--- src/rtl/slice_column_renderer.sv ---
// Per-column slice renderer: requests a wall height, then rasterises one column.
// Optional wall shading for short (distant) slices: define SLICE_WALL_SHADE_EN.
module slice_column_renderer #(
    parameter int         SCREEN_W     = 160,
    parameter int         SCREEN_H     = 120,
    parameter logic [2:0] CEIL_COLOUR  = 3'b001,
    parameter logic [2:0] FLOOR_COLOUR = 3'b010,
`ifdef SLICE_WALL_SHADE_EN
    parameter logic [2:0] WALL_DARK_COLOUR = 3'b100,
    parameter int         SHADE_THRESH     = 30,
`endif
    parameter logic [2:0] WALL_COLOUR  = 3'b111
) (
    input  logic       clock,
    input  logic       resetn,
    input  logic       start_frame,
    output logic       frame_busy,
    output logic       frame_done,
    output logic [7:0] column_count,
    output logic       begin_calc,
    input  logic       end_calc,
    input  logic [6:0] slice_size,
    output logic [7:0] x,
    output logic [6:0] y,
    output logic [2:0] colour,
    output logic       plot
);

    typedef enum logic [2:0] {
        S_IDLE, S_REQ, S_WAIT, S_SETUP, S_DRAW, S_NEXT
    } state_t;

    localparam logic [6:0] H7       = 7'(SCREEN_H);
    localparam logic [7:0] H8       = 8'(SCREEN_H);
    localparam logic [6:0] LAST_Y   = 7'(SCREEN_H - 1);
    localparam logic [7:0] LAST_COL = 8'(SCREEN_W - 1);

    state_t     state, state_nx;
    logic [6:0] h, h_nx;
    logic [7:0] top, bottom;
    logic [7:0] col_nx, x_nx;
    logic [6:0] y_nx;
    logic [2:0] colour_nx;
    logic       plot_nx, begin_nx, busy_nx, done_nx;

    // h is stable from SETUP through DRAW, so the band edges can stay combinational
    assign top    = (H8 - {1'b0, h}) >> 1;
    assign bottom = top + {1'b0, h};

    function automatic logic [2:0] pick(
        input logic [6:0] row,
        input logic [7:0] t,
        input logic [7:0] b,
        input logic [6:0] hh
    );
        logic [2:0] c;
        if ({1'b0, row} < t) begin
            c = CEIL_COLOUR;
        end else if ({1'b0, row} < b) begin
`ifdef SLICE_WALL_SHADE_EN
            c = (32'(hh) < SHADE_THRESH) ? WALL_DARK_COLOUR : WALL_COLOUR;
`else
            c = WALL_COLOUR;
`endif
        end else begin
            c = FLOOR_COLOUR;
        end
        return c;
    endfunction

    always_comb begin
        state_nx  = state;
        h_nx      = h;
        col_nx    = column_count;
        x_nx      = x;
        y_nx      = y;
        colour_nx = colour;
        plot_nx   = 1'b0;
        begin_nx  = 1'b0;
        busy_nx   = frame_busy;
        done_nx   = 1'b0;
        unique case (state)
            S_IDLE: begin
                if (start_frame) begin
                    state_nx = S_REQ;
                    col_nx   = '0;
                    busy_nx  = 1'b1;
                    begin_nx = 1'b1;
                end
            end
            S_REQ: state_nx = S_WAIT;
            S_WAIT: begin
                if (end_calc) begin
                    h_nx     = (slice_size > H7) ? H7 : slice_size;
                    state_nx = S_SETUP;
                end
            end
            S_SETUP: begin
                state_nx  = S_DRAW;
                plot_nx   = 1'b1;
                x_nx      = column_count;
                y_nx      = '0;
                colour_nx = pick(7'd0, top, bottom, h);
            end
            S_DRAW: begin
                if (y == LAST_Y) begin
                    state_nx = S_NEXT;
                end else begin
                    plot_nx   = 1'b1;
                    y_nx      = y + 7'd1;
                    colour_nx = pick(y + 7'd1, top, bottom, h);
                end
            end
            S_NEXT: begin
                if (column_count == LAST_COL) begin
                    state_nx = S_IDLE;
                    col_nx   = '0;
                    busy_nx  = 1'b0;
                    done_nx  = 1'b1;
                end else begin
                    state_nx = S_REQ;
                    col_nx   = column_count + 8'd1;
                    begin_nx = 1'b1;
                end
            end
            default: state_nx = S_IDLE;
        endcase
    end

    always_ff @(posedge clock) begin
        if (!resetn) begin
            state        <= S_IDLE;
            h            <= '0;
            column_count <= '0;
            x            <= '0;
            y            <= '0;
            colour       <= '0;
            plot         <= 1'b0;
            begin_calc   <= 1'b0;
            frame_busy   <= 1'b0;
            frame_done   <= 1'b0;
        end else begin
            state        <= state_nx;
            h            <= h_nx;
            column_count <= col_nx;
            x            <= x_nx;
            y            <= y_nx;
            colour       <= colour_nx;
            plot         <= plot_nx;
            begin_calc   <= begin_nx;
            frame_busy   <= busy_nx;
            frame_done   <= done_nx;
        end
    end

endmodule
--- config.mk ---
export PLATFORM = sky130hd
export DESIGN_NAME = slice_column_renderer
export DESIGN_NICKNAME = d
export VERILOG_FILES = /design/src/rtl/slice_column_renderer.sv
export SDC_FILE = /design/constraint.sdc
export NUM_CORES = 1
export LEC_CHECK = 0
export CORE_AREA = 2 2 96 98
export DETAILED_ROUTE_END_ITERATION = 10
export DIE_AREA = 0 0 98 100
export PLACE_DENSITY = 0.59
export SLEW_MARGIN = 20
export SYNTH_ARGS = -nofsm -noshare
export SYNTH_HDL_FRONTEND = slang
export SYNTH_SLANG_ARGS = --single-unit
--- constraint.sdc ---
create_clock -name clock -period 4.75 [get_ports clock]
set_input_delay 1.1875 -clock clock [delete_from_list [all_inputs] [get_ports clock]]
set_output_delay 1.1875 -clock clock [all_outputs]
set_load 0.02 [all_outputs]
==> reports/results.tsv <==
metric	value	unit
vias	2189	
fin_util	0.355	
synth_area_leader_cell	dfxtp_1	
ff2ff_setup_slack	0.99	ns
seqCellArea	801	sq um
r2r-start	h[1]	
num_antenna_cells	0	
cts.sinks	40	
dieWidth	98	um
synthArstFlopShare	0	
clkPwrFrac	0.358	
syn_area_per_cell	8.57	sq um
r2r-end	colour[2]	
core-area	8890	sq um
dieArea	9800	sq um
rsz0062_at_grt	false	
p_per_area	252	nW/um^2
cts_resized	0	
drt_wl_total	5940	um
cts-root-buf	clkbuf_8	
crit_required	4.93	ns
hold_viol	0	
yosys.area.top_type_share	0.315	
place_hpwl	4510	um
wl_per_cell	13.3	um
cts_buffers	5	
grt_antenna_before_repair	0	
drv_cap	0	
critPathMaxStageDelay	0.45	ns
cts_tree	yes	
ios	41	
slew_viol_final	0	
cp.buffers_inverters	2	
drt_pass1_iterations	4	
p_total	0.000796	W
synth-seq-area-share	0.315	
switching_share	0.281	
area_growth	23.9	%
fillers	923	
internal-power	0.000573	W
ys_ff_latch	40	
gp_congestion	0.798	
reg2reg_depth	16	
synth_nets	332	
drc	0	
cp_top_family	compound AO/OA/AOI/OAI gates	
critPathSlowestCell	a2111oi_1	
cp.arrival	3.93	ns
final_cells	448	
drt-initial-drc-count	74	
synthCells	297	
critical_path_class	flop to flop	
p_sw	0.000224	W
clkTransAtPathRegs	0.08	ns
fin_crit_sh	0.791	
cts_setup_buffers	0	
initial_core_util	0.286	
peakVddDrop	0.141	mV
ys.flop_type	dfxtp_1	
tightest_slew	0.846	ns
cts_max_path_buffers	2	
grt_pass1_wl	10200	um
synth.area.top_cells	dfxtp_1, ha_1, nand2_1, o21ai_0, a21boi_0	
p_leak	1.27	nW
slew_headroom	0.435	
tns	0	ns
cts_max_level	2	
syn_area	2540	sq um
finalNetCount	371	
grt_overflow	0	
die_h	100	um
rows	35	
drive_above_1_share	0.0682	
io_buffers	40	
run_status	finished clean	
cp-start-kind	flop	
endpoint_kind	flop	
synth_edf_count	0	
comb_power_share	0.189	
min_to	x[1]	
finClkSkew	0.0116	ns
whs_path_depth	2	
vias_per_cell	4.89	
hold_class	flop to flop	
synth.distinct_cells	57	
cp_cell_sequence	inv_1 -> ha_1 -> xnor2_1 -> inv_1 -> fa_1 -> nand2b_1 -> a21oi_2 -> mux2i_1 -> a2111oi_1 -> ha_1 -> nand3_1 -> a311oi_1 -> nor3_1 -> a2111o_1 -> o211ai_1 -> o32ai_1	
clock_latency	0.30	ns
multi_input_area	1640	sq um
place_inst	440	
min_from	x[1]	
grt_pass1_vias	2171	
yosysWarningCount	0	
setup-violations-final	0	
grt_max_degree	42	
fmax	266	MHz
ant_nets	0	
hold_buffers	0	
path_max_fanout	4	
power_frac_seq	0.453	
grt_use_total	0.125	
fin_crit	3.76	ns
layout_common_cells	dfxtp_1, clkdlybuf4s50_1, nand2_1	
## how the worst max path moves through the flow
stage,startpoint,to,slack (ns),depth (start not counted)
after floorplan,h[0],colour[2],1.33,14
after global placement,h[1],colour[2],1.12,16
after detailed placement,h[1],colour[2],1.0,16
after CTS,h[1],colour[2],0.97,16
after global routing,h[1],colour[2],0.57,16
final,h[1],colour[2],0.99,16
## synth_stat cells, types with 2 or more instances
library cell / number
a21boi_0: 12
a21o_1: 2
nor2_2: 2
nand4_1: 3
buf_6: 2
and2_1: 9
inv_1: 14
o221ai_1: 2
mux2i_1: 5
nor2_1: 15
a31oi_1: 3
o211ai_1: 2
o21ai_0: 19
and3_1: 8
nand2b_1: 2
nand3_1: 12
nand2_1: 32
clkbuf_1: 5
nor3b_1: 4
a22oi_1: 6
a21oi_1: 10
xnor2_1: 8
o22ai_1: 2
xor2_1: 8
dfxtp_1: 40
nor2b_1: 13
or3_1: 2
nor3_1: 2
or2_2: 2
a211oi_1: 2
ha_1: 23
## kinds of logic (layout without fill, tap and decap cells)
logic type	after synthesis	in the layout	share of synthesized area
AND/OR/NAND/NOR	116	116	0.245
AO/OA/AOI/OAI	73	73	0.203
flip-flops	40	40	0.315
adder cells (fa/ha/maj)	24	24	0.121
buffers and inverters	23	63	0.0418
XOR/XNOR	16	16	0.0551
multiplexers	5	5	0.0197
## sequential cells by signal (all words and copies together) (netlist names)
signal        count
column_count      8
x                 8
h                 7
y                 7
colour            3
state             3
begin_calc        1
frame_busy        1
frame_done        1
plot              1
## metal layers
| metal | GRT usage | share of wire | up-vias |
|---|---|---|---|
| li1 | - | - | 1143 |
| met1 | 0.157 | 0.47 | 999 |
| met2 | 0.218 | 0.48 | 36 |
| met3 | 0.0230 | 0.030 | 11 |
| met4 | 0.0417 | 0.019 | 0 |
| met5 | 0 | 0 | - |
## worst register-to-register path, delay by kind of cell (launching register included)
kind,cells,cell delay (ns)
multiplexers,1,0.10
adder cells (fa/ha/maj),3,0.87
flip-flops,1,0.38
AND/OR/NAND/NOR,3,0.37
AO/OA/AOI/OAI,6,1.47
buffers and inverters,2,0.23
XOR/XNOR,1,0.24
## final cells by class
cell class / instances / area share
inverter: 14 / 0.0167
clock buffer: 5 / 0.0218
clock inverter: 3 / 0.0151
multi-input combinational: 234 / 0.519
timing repair buffer: 41 / 0.129
tap: 111 / 0.0440
sequential: 40 / 0.254
## power groups by stage
stage               clock, W  combinational, W  sequential, W
detailed placement         0          0.000150       0.000368
finish              0.000285          0.000150       0.000361
CTS                 0.000295          0.000151       0.000361
global placement           0          0.000148       0.000368
global route        0.000308          0.000169       0.000363
floorplan                  0          0.000110       0.000367
## through the flow
step | hold WS (ns) | instance area [sq um] | setup slack [ns]
floorplan | 0.510 | 2540 | 1.33
global placement | 0.453 | 3040 | 1.12
detailed placement | 0.460 | 3040 | 0.996
CTS | 0.474 | 3150 | 0.966
global route | 0.508 | 3150 | 0.572
finish | 0.470 | 3150 | 0.994
No activity file was read; power rests on OpenSTA's default activity.
